--- src/rtl/rng_share_arb_if.sv ---
// Consumer and RNG-side signals of the shared RNG arbiter, bundled as one interface.
// The arbiter binds to the slave modport; the environment drives the master side.
interface rng_share_arb_if #(
  parameter int NREQ = 3,
  parameter int W    = 96
);
  logic [NREQ-1:0] req;
  logic [NREQ-1:0] lock;
  logic [NREQ-1:0] gnt;
  logic [W-1:0]    rd_data;
  logic            rng_start;
  logic            rng_finish;
  logic [W-1:0]    rng_data;
  logic            busy;
  logic            err;

  modport slave (
    input  req, lock, rng_finish, rng_data,
    output gnt, rd_data, rng_start, busy, err
  );

  modport master (
    output req, lock, rng_finish, rng_data,
    input  gnt, rd_data, rng_start, busy, err
  );
endinterface

--- src/rtl/rng_share_arb.sv ---
// Round-robin arbiter sharing one RNG core between NREQ consumers, keeping one
// prefetched word buffered so a grant is served from the buffer while the RNG refills.
module rng_share_arb #(
  parameter int NREQ = 3,
  parameter int W    = 96
) (
  input  logic          clk,
  input  logic          rst,
  rng_share_arb_if.slave bus
);

  localparam int PTR_W = (NREQ > 1) ? $clog2(NREQ) : 1;
  localparam logic [PTR_W-1:0] LAST_IDX = PTR_W'(NREQ - 1);

  typedef enum logic [1:0] {
    BOOT = 2'd0,
    FILL = 2'd1,
    FULL = 2'd2
  } state_t;

  state_t           state_q;
  logic [PTR_W-1:0] ptr_q;
  logic [W-1:0]     buf_q;
  logic [NREQ-1:0]  gnt_q;
  logic [W-1:0]     rd_data_q;
  logic             rng_start_q;
  logic             busy_q;
  logic             err_q;

  logic             win_found;
  logic [PTR_W-1:0] win_idx;
  logic [PTR_W-1:0] ptr_d;
  logic [NREQ-1:0]  gnt_d;

  // Search starts at ptr and wraps explicitly, so NREQ need not be a power of two.
  always_comb begin
    win_found = 1'b0;
    win_idx   = '0;
    for (int k = 0; k < NREQ; k++) begin
      int unsigned      idx;
      logic [PTR_W-1:0] cand;
      idx = int'(ptr_q) + k;
      if (idx >= NREQ) idx = idx - NREQ;
      cand = PTR_W'(idx);
      if (!win_found && bus.req[cand]) begin
        win_found = 1'b1;
        win_idx   = cand;
      end
    end
  end

  // A locked winner keeps priority for its next request; otherwise advance past it.
  always_comb begin
    ptr_d = '0;
    if (bus.lock[win_idx]) begin
      ptr_d = win_idx;
    end else if (win_idx == LAST_IDX) begin
      ptr_d = '0;
    end else begin
      ptr_d = PTR_W'(win_idx + 1'b1);
    end
  end

  always_comb begin
    gnt_d          = '0;
    gnt_d[win_idx] = 1'b1;
  end

  always_ff @(posedge clk) begin
    if (rst) begin
      state_q     <= BOOT;
      ptr_q       <= '0;
      buf_q       <= '0;
      gnt_q       <= '0;
      rd_data_q   <= '0;
      rng_start_q <= 1'b0;
      busy_q      <= 1'b1;
      err_q       <= 1'b0;
    end else begin
      gnt_q       <= '0;
      rng_start_q <= 1'b0;
      case (state_q)
        BOOT: begin
          state_q     <= FILL;
          rng_start_q <= 1'b1;
          if (bus.rng_finish) err_q <= 1'b1;
        end
        FILL: begin
          if (bus.rng_finish) begin
            buf_q   <= bus.rng_data;
            state_q <= FULL;
            busy_q  <= 1'b0;
          end
        end
        FULL: begin
          // A finish here has no run behind it: flag it and drop the word.
          if (bus.rng_finish) err_q <= 1'b1;
          if (win_found) begin
            gnt_q       <= gnt_d;
            rd_data_q   <= buf_q;
            rng_start_q <= 1'b1;
            ptr_q       <= ptr_d;
            state_q     <= FILL;
            busy_q      <= 1'b1;
          end
        end
        default: begin
          state_q <= BOOT;
          busy_q  <= 1'b1;
        end
      endcase
    end
  end

  assign bus.gnt       = gnt_q;
  assign bus.rd_data   = rd_data_q;
  assign bus.rng_start = rng_start_q;
  assign bus.busy      = busy_q;
  assign bus.err       = err_q;

endmodule

--- src/flat_wrapper.sv ---
// flat-port wrapper written by rule: the top's interface ports become plain ports
module rng_share_arb_flat 
#(
  parameter int NREQ = 3,
  parameter int W    = 96
)
  (clk, rst, bus_req, bus_lock, bus_rng_finish, bus_rng_data, bus_gnt, bus_rd_data, bus_rng_start, bus_busy, bus_err);
  rng_share_arb_if #(.NREQ(NREQ), .W(W)) bus_i ();
  input  logic clk;
  input  logic rst;
  input wire logic [$bits(bus_i.req)-1:0] bus_req;
  input wire logic [$bits(bus_i.lock)-1:0] bus_lock;
  input wire logic [$bits(bus_i.rng_finish)-1:0] bus_rng_finish;
  input wire logic [$bits(bus_i.rng_data)-1:0] bus_rng_data;
  output wire logic [$bits(bus_i.gnt)-1:0] bus_gnt;
  output wire logic [$bits(bus_i.rd_data)-1:0] bus_rd_data;
  output wire logic [$bits(bus_i.rng_start)-1:0] bus_rng_start;
  output wire logic [$bits(bus_i.busy)-1:0] bus_busy;
  output wire logic [$bits(bus_i.err)-1:0] bus_err;
  assign bus_i.req = bus_req;
  assign bus_i.lock = bus_lock;
  assign bus_i.rng_finish = bus_rng_finish;
  assign bus_i.rng_data = bus_rng_data;
  assign bus_gnt = bus_i.gnt;
  assign bus_rd_data = bus_i.rd_data;
  assign bus_rng_start = bus_i.rng_start;
  assign bus_busy = bus_i.busy;
  assign bus_err = bus_i.err;
  rng_share_arb #(.NREQ(NREQ), .W(W)) u_core (.clk(clk), .rst(rst), .bus(bus_i));
endmodule
--- config.mk ---
export PLATFORM = sky130hd
export DESIGN_NAME = rng_share_arb_flat
export DESIGN_NICKNAME = d
export VERILOG_FILES = /design/src/rtl/rng_share_arb_if.sv /design/src/rtl/rng_share_arb.sv /design/src/flat_wrapper.sv
export SDC_FILE = /design/constraint.sdc
export NUM_CORES = 1
export LEC_CHECK = 0
export ABC_AREA = 1
export CAP_MARGIN = 5
export CORE_MARGIN = 8
export CORE_UTILIZATION = 58
export DETAILED_ROUTE_END_ITERATION = 16
export DONT_BUFFER_PORTS = 1
export PLACE_DENSITY = 0.74
export SKIP_LAST_GASP = 1
export SYNTH_ARGS = -nofsm -noshare
export SYNTH_HDL_FRONTEND = slang
export SYNTH_SLANG_ARGS = --single-unit
--- constraint.sdc ---
create_clock -name clk -period 4.1 [get_ports clk]
set_clock_uncertainty 0.05 [all_clocks]
set_input_delay 0.82 -clock clk [delete_from_list [all_inputs] [get_ports clk]]
set_output_delay 0.82 -clock clk [all_outputs]
set_load 0.005 [all_outputs]
Word-level counts from Yosys, hierarchy flattened
Index checks and enable logic that the tools add are counted.
Storage, ports and cells
  register bits after elaboration: 202
  input bits: 105
  output and inout port bits: 102
  logic and storage cells: 72
Operators by class
  $add $sub $neg: 6
  order comparisons: 8
  equality and inequality tests: 5
  muxes and demuxes: 29
  bitwise logic cells: 3
  reductions and logical operators: 13
Operators with widths (number)
  two-way mux 2 bit: 10
  less-than comparator 2 x 3 -> 1 bit (second input constant): 4
  two-way mux 1 bit: 11
  binary-select mux 1 bit (select 2 bit): 4
  AND reduction 2 bit: 4
  greater-or-equal comparator 3 x 2 -> 1 bit (second input constant): 2
  case mux 2 bit (3 select lines): 1
  subtractor 2 bit (second input constant): 3
  equality test 2 bit (second input constant): 2
  adder 2 x 1 -> 3 bit (second input constant): 1
  adder 2 x 2 -> 3 bit (second input constant): 1
  logical AND 1 bit: 3
  NOT 1 bit: 3
  case mux 1 bit (3 select lines): 1
  AND reduction 3 bit: 1
  OR reduction 3 bit: 1
  adder 2 x 1 -> 2 bit (second input constant): 1
  demux 1 bit (select 2 bit): 1
  equality test 2 x 1 -> 1 bit (second input constant): 1
  greater-or-equal comparator 2 x 1 -> 1 bit (second input constant): 1
  greater-or-equal comparator 2 bit (second input constant): 1
  zero test 1 bit: 2
  zero test 2 bit: 1
  != test 2 x 1 -> 1 bit (second input constant): 1
  3 further kinds: 3

Depth between registers and ports, before layout
  depth after elaboration: 15
  mapped depth: 15

Worst setup path after synthesis
No wires, ideal clock.
  path kind: in2reg
  start point: in bus_req[1]
  end point: reg u_core.rd_data_q[62] (netlist: u_core.bus.rd_data[62])
  arrival: 1.776 ns
  data required time: 3.934 ns
  path slack: 2.159 ns
  stages: 12
  path through: inv_1 -> nand2_1 -> nand3_1 -> nand2_1 -> nor2_4 -> nand2_2 -> nand3_2 -> inv_2 -> buf_6 -> buf_6 -> nor2_1 -> nor2_1
Between the ends
  longest elaborated chain between the ends: 10
  elaborated cells between the ends (all ways): 14
Ends and longest elaborated chain
  start, declared: line flat_wrapper.sv:11  | input wire logic [$bits(bus_i.req)-1:0] bus_req;
  binary-select mux 1 bit (select 2 bit): line rng_share_arb.sv:45  | if (!win_found && bus.req[cand]) begin
  two-way mux 1 bit (not written as such): line rng_share_arb.sv:45
  two-way mux 1 bit: line rng_share_arb.sv:45
  zero test 1 bit: line rng_share_arb.sv:45
  logical AND 1 bit: line rng_share_arb.sv:45
  two-way mux 1 bit: line rng_share_arb.sv:45
  zero test 1 bit: line rng_share_arb.sv:45
  logical AND 1 bit: line rng_share_arb.sv:45
  two-way mux 1 bit (*): line rng_share_arb.sv:45
  AND reduction 2 bit (no source line) (*)
  end signal, assigned: line rng_share_arb.sv:100  | rd_data_q <= buf_q;
  end, declared: line rng_share_arb.sv:25  | logic [W-1:0] rd_data_q;
Every way passes the cells marked *; elsewhere a longest branch is shown, timed or not. The select of a mux whose other input is x is not followed.
A chain may end at the register's enable or synchronous reset.

Worst setup path after layout
  start point: reg u_core.ptr_q[0]
  end point: reg u_core.rd_data_q[75] (netlist: u_core.bus.rd_data[75])
Between the ends
  longest elaborated chain between the ends: 12
  elaborated cells between the ends (all ways): 25
Ends and longest elaborated chain
  start, declared: line rng_share_arb.sv:22  | logic [PTR_W-1:0] ptr_q;
  start signal, assigned: line rng_share_arb.sv:102  | ptr_q <= ptr_d;
  branches (longest 10 deep; another with adder 2 x 1 -> 3 bit)
  two-way mux 1 bit (*): line rng_share_arb.sv:45
  AND reduction 2 bit (no source line) (*)
Every way passes the cells marked *. The select of a mux whose other input is x is not followed.

==> flow_summary.yaml <==
run_status:
  outcome: "finished, final reports clean"
global_routing:
  grtUsageMet2: 0.342
  grt.overflow.total: 0
  grt_max_degree: 121
  globalRouteMet3Util: 0.0782
  top_usage_layer: "met2"
  grt_antenna_before_repair: 0
  grt_first_pass_wirelength_um: 27000
  grt_pass1_vias: 5356
  grt_util_met1: 0.226
  global_route.usage.total: 0.199
clock_network:
  cts_resized: 0
  cts.clk_slew.worst_paths_ns: 0.06
  cts_num_sinks: 202
  cts_made_buffers: 20
  post_cts_buffers: 0
  clock_latency_ns: 0.48
  hold_buffers: 0
  clockRootBuffer: "clkbuf_16"
  cts-htree-levels: 1
  cts_tree: "yes"
  cts_max_path_buffers: 3
timing:
  drv_slew: 0
  final.period_utilization: 0.658
  fmax_mhz: 371
  finalSetupViolCount: 0
  worstMarginPinSlew_ns: 1.26
  finalCriticalPeriod_ns: 2.70
  hold_viol_final: 0
  slew_headroom: 0.159
  rsz0062_at_grt: "false"
  setup_tns_ns: 0
power_and_ir_drop:
  pwr_density_cell_nw_per_um2: 540
  switching_share: 0.235
  power.leakage_nw: 2.88
  pwr-share-clk: 0.414
  seqPwrFrac: 0.509
  pwr-share-comb: 0.077
  ir_worst_vdd_uv: 288
  p_int_w: 0.00324
  p_sw_w: 0.000996
worst_hold_path:
  holdCritStartpoint: "rst"
  holdPathEnd: "u_core.buf_q[19]"
  hold_path.class: "primary input to flip-flop"
  hold-path-cell-count: 1
setup_path:
  rr_endpoint: "u_core.bus.rd_data[75]"
  cp-end-kind: "flip-flop"
  critPathKind: "flip-flop to flip-flop"
  r2r_start: "u_core.ptr_q[0]"
  worstPathArrival_ns: 3.06
  r2r_slack_ns: 1.40
  cp_max_fo: 74
  critPathRequiredTime_ns: 4.47
  cp-start-kind: "flip-flop"
  reg2regPathDepth: 12
yosys:
  yosys.area.top_type: "dfxtp_1"
  synth-warning-count: 0
  syn_nets: 1012
  syn-instance-count: 904
  async_flop_share: 0
  ys_top_cells_by_area: "dfxtp_1 (56%), nand2_1 (8.6%), nor2_1 (7.9%), a21oi_1 (6.9%), o21ai_0 (5.2%)"
  avgSynthCellArea_um2: 8.04
  ys_top_cells_by_count: "dfxtp_1 (202), nand2_1 (166), nor2_1 (153)"
  synth.most_common_cell: "dfxtp_1"
  netlist.area_leader.share: 0.557
  yosysSeqAreaShare: 0.557
  synth_edf_count: 0
  synth_cell_types: 25
  synth-seq-cells: 202
  synth_flop_cell: "dfxtp_1"
  synth_area_um2: 7270
routing:
  via_per_inst: 5.36
  drt_iter0_markers: 396
  via_count: 5635
  ant_nets: 0
  drt-total-wl_um: 17000
  drc_errors: 0
  drt-pass1-iter-count: 4
  wl_per_cell_um: 16.2
flow_run:
  cap_violations: 0
placed_design:
  placed_cells: 1019
  dpl_cell_area_um2: 7200
  port_buffers: 0
  post-dp-hpwl_um: 11200
  place_congestion: 0.826
final_layout:
  antenna_cells: 0
  nets: 977
  drive_gt1_frac: 0.0830
  finalNonFillerCells: 1052
  design_area_um2: 7840
  syn2layout_area_growth_pct: 7.89
die:
  die_w_um: 128
  core_um2: 12400
  die_h_um: 128
  rows: 41
  start_util: 0.585
  ios: 207
  die-area_um2: 16400
critical path, stage by stage, from the launching register on:
cell and delay, ns:
dfxtp_1 0.35, inv_1 0.07, ha_1 0.35, inv_2 0.12
nand3_1 0.11, o21ai_2 0.12, inv_2 0.05, nand2_2 0.09
nand3_2 0.09, inv_4 0.58, buf_4 0.38, o21ai_1 0.11
a21oi_2 0.14
through the flow:
step / power (W) / worst slack (ns) / hold WS (ns) / util
global placement: 0.00250 / 1.47 / 0.393 / 0.580
detailed placement: 0.00252 / 1.37 / 0.396 / 0.580
finish: 0.00423 / 1.40 / 0.378 / 0.631
global route: 0.00441 / 1.14 / 0.351 / 0.631
CTS: 0.00427 / 1.37 / 0.348 / 0.631
floorplan: 0.00246 / 2.16 / 0.388 / -
worst max path at each step:
stage               startpoint  depth (start not counted)  slack (ns)                      to
2_1_floorplan       bus_req[1]                         12        2.16  u_core.bus.rd_data[62]
3_3_place_gp        bus_req[1]                         11        1.47  u_core.bus.rd_data[73]
3_5_place_dp        bus_req[1]                         11        1.37  u_core.bus.rd_data[75]
4_1_cts        u_core.ptr_q[0]                         12        1.37  u_core.bus.rd_data[75]
5_1_grt        u_core.ptr_q[0]                         12        1.14  u_core.bus.rd_data[75]
6_report       u_core.ptr_q[0]                         12        1.40  u_core.bus.rd_data[75]
power groups by stage:
stage | clock [W] | combinational, W | sequential [W]
floorplan | 0 | 0.000291 | 0.00217
detailed placement | 0 | 0.000327 | 0.00220
global route | 0.00188 | 0.000373 | 0.00216
global placement | 0 | 0.000312 | 0.00219
CTS | 0.00179 | 0.000329 | 0.00215
finish | 0.00175 | 0.000326 | 0.00215
metal layers:
layer | vias to the layer above | wire length [µm]
met1 | 2574 | 6680
met2 | 191 | 8220
met5 | - | 0
met3 | 26 | 1860
met4 | 0 | 249
li1 | 2844 | -
registers in the layout, summed over array words and instances, names as in the netlist:
signal and flops:
u_core.buf_q 96, u_core.bus.busy 1, u_core.bus.err 1, u_core.bus.gnt 3
u_core.bus.rd_data 96, u_core.bus.rng_start 1, u_core.ptr_q 2, u_core.state_q 2
cell usage in the layout (no fill, tap or decap):
master,instances
nand2_4,1
clkinv_2,3
nand2_2,1
nor2_4,1
nand3_1,16
o21ai_0,75
bufinv_16,1
clkbuf_8,3
inv_4,1
clkbuf_16,21
nand2_1,165
or2_2,1
buf_4,7
o41ai_1,1
ha_1,3
dfxtp_1,202
o21ai_1,47
clkbuf_1,4
clkinvlp_4,1
nor3_1,2
o21a_1,2
a21oi_2,23
a21oi_1,100
o21ai_2,1
nor2_1,153
nand3_2,2
inv_2,6
inv_1,36
a21boi_0,1
kinds of logic (layout without fill, tap and decap cells):
kind of cell	Yosys count	after routing	synth area share
buffers and inverters	107	83	0.0689
flip-flops	202	202	0.557
AO/OA/AOI/OAI	250	250	0.186
AND/OR/NAND/NOR	342	342	0.183
adder cells (fa/ha/maj)	3	3	0.00517
layout make-up:
class | instances | area [µm²]
multi-input combinational | 595 | 2730
tap | 172 | 215
fill | 1127 | 4580
timing repair buffer | 7 | 52.6
clock inverter | 5 | 52.6
inverter | 43 | 164
sequential | 202 | 4040
clock buffer | 28 | 582
Note: power is estimated with default switching activity, not from simulation.
